<file path="config.mk">
export PLATFORM = sky130hd
export DESIGN_NAME = result_drain_flat
export DESIGN_NICKNAME = d
export VERILOG_FILES = /design/src/rtl/npu_pkg.sv /design/src/rtl/result_drain_if.sv /design/src/rtl/result_drain_sat_shift.sv /design/src/rtl/result_drain.sv /design/src/flat_wrapper.sv
export SDC_FILE = /design/constraint.sdc
export NUM_CORES = 2
export LEC_CHECK = 0
export CAP_MARGIN = 30
export CORE_AREA = 2 2 712 714
export DETAILED_ROUTE_END_ITERATION = 6
export DIE_AREA = 0 0 714 716
export GPL_TIMING_DRIVEN = 0
export HOLD_SLACK_MARGIN = 0.1
export SETUP_SLACK_MARGIN = 0.5
export SLEW_MARGIN = 20
export SYNTH_ARGS = -nofsm -noshare
export SYNTH_HDL_FRONTEND = slang
export SYNTH_SLANG_ARGS = --single-unit
export TNS_END_PERCENT = 50
</file>
<file path="constraint.sdc">
create_clock -name i_clk -period 2.26 [get_ports i_clk]
set_input_delay 0.339 -clock i_clk [delete_from_list [all_inputs] [get_ports i_clk]]
set_output_delay 0.339 -clock i_clk [all_outputs]
set_load 0.01 [all_outputs]
</file>
<file path="src/rtl/npu_pkg.sv">
// Shared NPU types and constants used by the result drain path.
package npu_pkg;

  localparam int ARRAY_N  = 7;
  localparam int ACC_W    = 32;
  localparam int INT8_MAX = 127;
  localparam int INT8_MIN = -128;

  typedef logic [ARRAY_N-1:0][ACC_W-1:0] acc_row_t;

  typedef enum logic {
    IDLE,
    STREAM
  } drain_state_e;

endpackage

</file>
<file path="src/rtl/result_drain_if.sv">
// Result-matrix capture and row-stream signals for result_drain.
// i_shift is present only when RESULT_REQUANT_EN is defined.
interface result_drain_if
  import npu_pkg::*;
#(
  parameter int N = ARRAY_N
) ();

  localparam int IDX_W = (N > 1) ? $clog2(N) : 1;

  logic [N-1:0][N-1:0][ACC_W-1:0] i_c;
  logic                           i_validResult;
  logic                           o_ready;
  logic [N-1:0][ACC_W-1:0]        o_rowData;
  logic                           o_rowValid;
  logic                           i_rowReady;
  logic [IDX_W-1:0]               o_rowIdx;
  logic                           o_last;
  logic                           o_overrun;
`ifdef RESULT_REQUANT_EN
  logic [4:0]                     i_shift;
`endif

  modport slave (
    input  i_c,
    input  i_validResult,
    input  i_rowReady,
`ifdef RESULT_REQUANT_EN
    input  i_shift,
`endif
    output o_ready,
    output o_rowData,
    output o_rowValid,
    output o_rowIdx,
    output o_last,
    output o_overrun
  );

  modport master (
    output i_c,
    output i_validResult,
    output i_rowReady,
`ifdef RESULT_REQUANT_EN
    output i_shift,
`endif
    input  o_ready,
    input  o_rowData,
    input  o_rowValid,
    input  o_rowIdx,
    input  o_last,
    input  o_overrun
  );

endinterface

</file>
<file path="src/rtl/result_drain_sat_shift.sv">
// Per-element arithmetic right shift with saturation to the int8 range,
// sign-extended back to the accumulator width.
module sat_shift_int8
  import npu_pkg::*;
#(
  parameter int W = ACC_W
) (
  input  logic [W-1:0] val_i,
  input  logic [4:0]   shift_i,
  output logic [W-1:0] val_o
);

  localparam logic signed [W-1:0] MAXV = W'(INT8_MAX);
  localparam logic signed [W-1:0] MINV = W'(INT8_MIN);

  logic signed [W-1:0] shifted;

  always_comb begin
    shifted = $signed(val_i) >>> shift_i;
    if (shifted > MAXV) begin
      val_o = MAXV;
    end else if (shifted < MINV) begin
      val_o = MINV;
    end else begin
      val_o = shifted;
    end
  end

endmodule

</file>
<file path="src/rtl/result_drain.sv">
// Captures the N x N result matrix and streams it out one row per beat.
// Build option: RESULT_REQUANT_EN adds int8 shift/saturate on the output rows.
module result_drain
  import npu_pkg::*;
#(
  parameter int N = ARRAY_N
) (
  input  logic           i_clk,
  input  logic           i_arst,
  result_drain_if.slave  bus
);

  localparam int IDX_W = (N > 1) ? $clog2(N) : 1;
  localparam logic [IDX_W-1:0] LAST_IDX = IDX_W'(N - 1);

  drain_state_e                   state_q;
  logic                           valid_q;
  logic [IDX_W-1:0]               idx_q;
  logic                           overrun_q;
  logic [N-1:0][N-1:0][ACC_W-1:0] buf_q;
`ifdef RESULT_REQUANT_EN
  logic [4:0]                     shift_q;
`endif

  logic                    hs;
  logic                    last;
  logic                    ready;
  logic                    capture;
  logic [N-1:0][ACC_W-1:0] raw_row;

  assign hs      = valid_q && bus.i_rowReady;
  assign last    = valid_q && (idx_q == LAST_IDX);
  assign ready   = (state_q == IDLE) || (hs && last);
  assign capture = bus.i_validResult && ready;

  // Capture takes priority over the final-row handshake so a result
  // arriving on the last beat restarts the stream with no bubble.
  always_ff @(posedge i_clk or negedge i_arst) begin
    if (!i_arst) begin
      state_q   <= IDLE;
      valid_q   <= 1'b0;
      idx_q     <= '0;
      overrun_q <= 1'b0;
      buf_q     <= '0;
`ifdef RESULT_REQUANT_EN
      shift_q   <= '0;
`endif
    end else begin
      if (capture) begin
        buf_q   <= bus.i_c;
        idx_q   <= '0;
        state_q <= STREAM;
        valid_q <= 1'b1;
`ifdef RESULT_REQUANT_EN
        shift_q <= bus.i_shift;
`endif
      end else if (hs) begin
        if (idx_q == LAST_IDX) begin
          idx_q   <= '0;
          state_q <= IDLE;
          valid_q <= 1'b0;
        end else begin
          idx_q <= idx_q + IDX_W'(1);
        end
      end
      if (bus.i_validResult && !ready) begin
        overrun_q <= 1'b1;
      end
    end
  end

  assign raw_row = buf_q[idx_q];

`ifdef RESULT_REQUANT_EN
  for (genvar g = 0; g < N; g++) begin : g_sat
    sat_shift_int8 #(.W(ACC_W)) u_sat (
      .val_i   (raw_row[g]),
      .shift_i (shift_q),
      .val_o   (bus.o_rowData[g])
    );
  end
`else
  assign bus.o_rowData = raw_row;
`endif

  assign bus.o_ready    = ready;
  assign bus.o_rowValid = valid_q;
  assign bus.o_rowIdx   = idx_q;
  assign bus.o_last     = last;
  assign bus.o_overrun  = overrun_q;

endmodule

</file>
<file path="src/flat_wrapper.sv">
// flat-port wrapper written by rule: the top's interface ports become plain ports
module result_drain_flat import npu_pkg::*;
#(
  parameter int N = ARRAY_N
)
  (i_clk, i_arst, bus_i_c, bus_i_validResult, bus_i_rowReady, bus_o_ready, bus_o_rowData, bus_o_rowValid, bus_o_rowIdx, bus_o_last, bus_o_overrun);
  result_drain_if #(.N(N)) bus_i ();
  input  logic i_clk;
  input  logic i_arst;
  input wire logic [$bits(bus_i.i_c)-1:0] bus_i_c;
  input wire logic [$bits(bus_i.i_validResult)-1:0] bus_i_validResult;
  input wire logic [$bits(bus_i.i_rowReady)-1:0] bus_i_rowReady;
  output wire logic [$bits(bus_i.o_ready)-1:0] bus_o_ready;
  output wire logic [$bits(bus_i.o_rowData)-1:0] bus_o_rowData;
  output wire logic [$bits(bus_i.o_rowValid)-1:0] bus_o_rowValid;
  output wire logic [$bits(bus_i.o_rowIdx)-1:0] bus_o_rowIdx;
  output wire logic [$bits(bus_i.o_last)-1:0] bus_o_last;
  output wire logic [$bits(bus_i.o_overrun)-1:0] bus_o_overrun;
  assign bus_i.i_c = bus_i_c;
  assign bus_i.i_validResult = bus_i_validResult;
  assign bus_i.i_rowReady = bus_i_rowReady;
  assign bus_o_ready = bus_i.o_ready;
  assign bus_o_rowData = bus_i.o_rowData;
  assign bus_o_rowValid = bus_i.o_rowValid;
  assign bus_o_rowIdx = bus_i.o_rowIdx;
  assign bus_o_last = bus_i.o_last;
  assign bus_o_overrun = bus_i.o_overrun;
  result_drain #(.N(N)) u_core (.i_clk(i_clk), .i_arst(i_arst), .bus(bus_i));
endmodule
</file>
==> results.txt <==
clk_skew: 55.5 ps
Crit. End Element: output port
WP data arrival: 3420 ps
failing checks: hold timing, setup timing
DRT Pass-1 Iters: 5
largest family of logic cells by synthesized area: multiplexers
Worst Setup Start Kind: register
num rows: 261
warnings from Yosys: 0
# hold bufs at CTS: 1498
PnR Total Power: 193 mW
max-cap check violation count: 0
Leakage: 53.0 nW
CTS Buffer Depth: 4
capturing point of the worst reg2reg path: u_core.buf_q[1055]$_DFFE_PN0P_
CP peak stage delay: 740 ps
CP Buf/Inv Count: 6
layout cells sized above 1: 19.2%
Initial Util: 14.6%
CP dominant cell by count: buf_12
Int Pwr: 108 mW
synth top area cells: dfrtp_1, mux2_1, mux2i_1
Pins Over Slew Limit: 0
critical path type: register to output port
status: finished, violations left
dominant cell type by area after synthesis: dfrtp_1
delay-heaviest family, CP: buffers and inverters
relative slew slack: 38.2%
GRT Util Overall: 20.2%
Worst Hold Slack: -555 ps
vias per cell: 3.93
post-synthesis sequential area ratio: 53.6%
drt drc: 0
Worst Path Max Fanout: 9
cell count of the worst reg-to-reg path: 7
Final Cell Area: 0.130 sq mm
drt initial violations: 4545
initial antenna violation count: 283
pwr dens: 1490 mW/mm^2
Final nets: 10400
commonest non-fill, non-tap cell in the layout: clkdlybuf4s50_1
Clock Latency Late Sink: 930 ps
Post-Synth Adder-Cell Area: 0%
antenna viol nets, final: 0
Cells after Synth: 5111
crit path cell chain: buf_12 > buf_12 > buf_16 > buf_16 > buf_12 > mux2i_4 > a22o_4 > a31oi_4 > buf_8
ys async rst share: 100%
Port Buffers: 1802
sequential share of power: 27.5%
FMAX: 266 MHz
Yosys reg bits: 1573
peak supply drop: 0.904 mV
flop2flop setup slack: -760 ps
Synth top area share: 53.6%
share of power burned in the clock network: 17.1%
Synth Area in XOR/XNOR: 0%
Comb pwr share: 55.4%
post-synthesis compound-gate area fraction: 4.65%
final core occ: 25.9%
Psw: 85.6 mW
Tcrit/Tclk final: 166%
setup ws final: -1500 ps
DR WL/cell: 33.9 um
H-tree levels: 4
main flop type after synthesis: dfrtp_1
final setup fails: 2299
final hold violations: 118
Post-Synth Simple-Gate Area: 3.18%
Post-synth EDFFs: 0
Die Span X: 714 um
worst r2r src: u_core.bus.o_rowIdx[0]$_DFFE_PN0P_
vias in the first global route: 64500
CTS buffer count: 201
largest net degree at the start of global routing: 132
Setup crit start: u_core.bus.o_rowIdx[1]$_DFFE_PN0P_
placed cell area: 0.103 sq mm
routed wire length: 538000 um
Post-DP HPWL: 431000 um
Area growth syn-to-layout: 77.3%
Tightest Pin Transition: 908 ps
CTS tree: done
Synth Cell Area: 0.0734 sq mm
Die H: 716 um
switching share of total power: 44.3%
Critical Path RT: 1920 ps
first-pass GRT wire length: 675000 um
RSZ-0062 raised after global routing: yes
GRT Residual Overflow: 0
Ports: 1803
unique cell type count in the Yosys netlist: 28
CTS sink cnt: 1573
Syn Area/Cell: 14.4 sq um
fin crit period: 3760 ps
post-synthesis mux area share: 33.2%
synthesized net count: 6683
Core ar.: 0.504 sq mm
master of the slowest instance on the critical path: mux2i_4
Hold Crit Class: primary input to asynchronous set/reset pin
Reg clk slew, reported paths: 60 ps
dpl ws: -3030 ps
Die ar.: 0.511 sq mm
placer congestion estimate: 0.978
root buf cell: clkbuf_16
Vias: 62300
commonest cells after routing, fill and taps aside: clkdlybuf4s50_1, dfrtp_1, mux2_1
[Yosys cell counts, types with 4 or more instances]
cell / number
dfrtp_1: 1573
mux2_1: 1518
mux2i_1: 673
nand2_1: 228
a22o_1: 224
a31oi_1: 224
or2_2: 224
clkbuf_1: 108
buf_8: 91
buf_12: 75
mux2_2: 50
buf_2: 47
buf_4: 41
buf_1: 10
buf_6: 4
o21ai_0: 4
[how the worst max path moves through the flow]
stage,end,slack [ps],depth (start not counted)
6_report,bus_o_rowData[214],-1500,9
4_1_cts,bus_o_rowData[168],-1750,8
3_3_place_gp,u_core.buf_q[306]$_DFFE_PN0P_,-79690,1
5_1_grt,bus_o_rowData[216],-1530,8
2_1_floorplan,bus_o_rowData[108],350,7
3_5_place_dp,bus_o_rowData[217],-3030,7
[area by class of cell]
class	instances	area, sq um
sequential	1573	39400
tap	6706	8390
inverter	1	3.75
clock inverter	78	744
fill	52300	373000
multi-input combinational	3161	34000
clock buffer	288	5800
timing repair buffer	3480	35800
antenna	196	490
buffer	376	5620
[routing by layer]
| layer | track usage (%) | routed length [um] | up-vias |
|---|---|---|---|
| li1 | - | - | 26300 |
| met1 | 24.9 | 221000 | 32300 |
| met2 | 32.4 | 245000 | 2774 |
| met3 | 6.16 | 44500 | 898 |
| met4 | 8.47 | 27000 | 114 |
| met5 | 0 | 920 | - |
[power by group through the flow]
| stage | Combinational, mW | Sequential, mW | Clock [mW] |
|---|---|---|---|
| after floorplan | 42.2 | 46.8 | 0 |
| after global placement | 87.7 | 53.2 | 0 |
| after detailed placement | 90.1 | 52.9 | 0 |
| after CTS | 99.2 | 52.6 | 33.9 |
| after global routing | 112 | 54.3 | 34.9 |
| final | 107 | 53.1 | 33.0 |
[stage by stage]
stage	std cells	TNS [ps]
2_1_floorplan	5111	0
3_3_place_gp	13600	-
3_5_place_dp	13600	-2870610
4_1_cts	15600	-1531660
5_1_grt	15800	-1784610
6_report	15900	-1177480
[flip-flops by register name (all words and copies together) (netlist names)]
register	cells
u_core.buf_q	1568
u_core.bus.o_rowValid	1
u_core.bus.o_rowIdx	3
u_core.bus.o_overrun	1
[logic make-up (layout without fill, tap and decap cells)]
| logic type | count (synthesis) | after routing |
|---|---|---|
| AO/OA/AOI/OAI | 456 | 456 |
| buffers and inverters | 377 | 4223 |
| flip-flops | 1573 | 1573 |
| multiplexers | 2241 | 2241 |
| other | 0 | 196 |
| AND/OR/NAND/NOR | 464 | 464 |
[timing repair]
| action | in CTS | in global routing |
|---|---|---|
| gates cloned | 10 | 6 |
| pin swaps | 21 | 61 |
| endpoints found under the hold margin | 1847 | 118 |
| buffers inserted | 42 | 97 |
| gates resized for setup | 1133 | 1047 |
| endpoints found under the setup margin | 2656 | 2669 |
No activity file was read; power rests on OpenSTA's default activity.
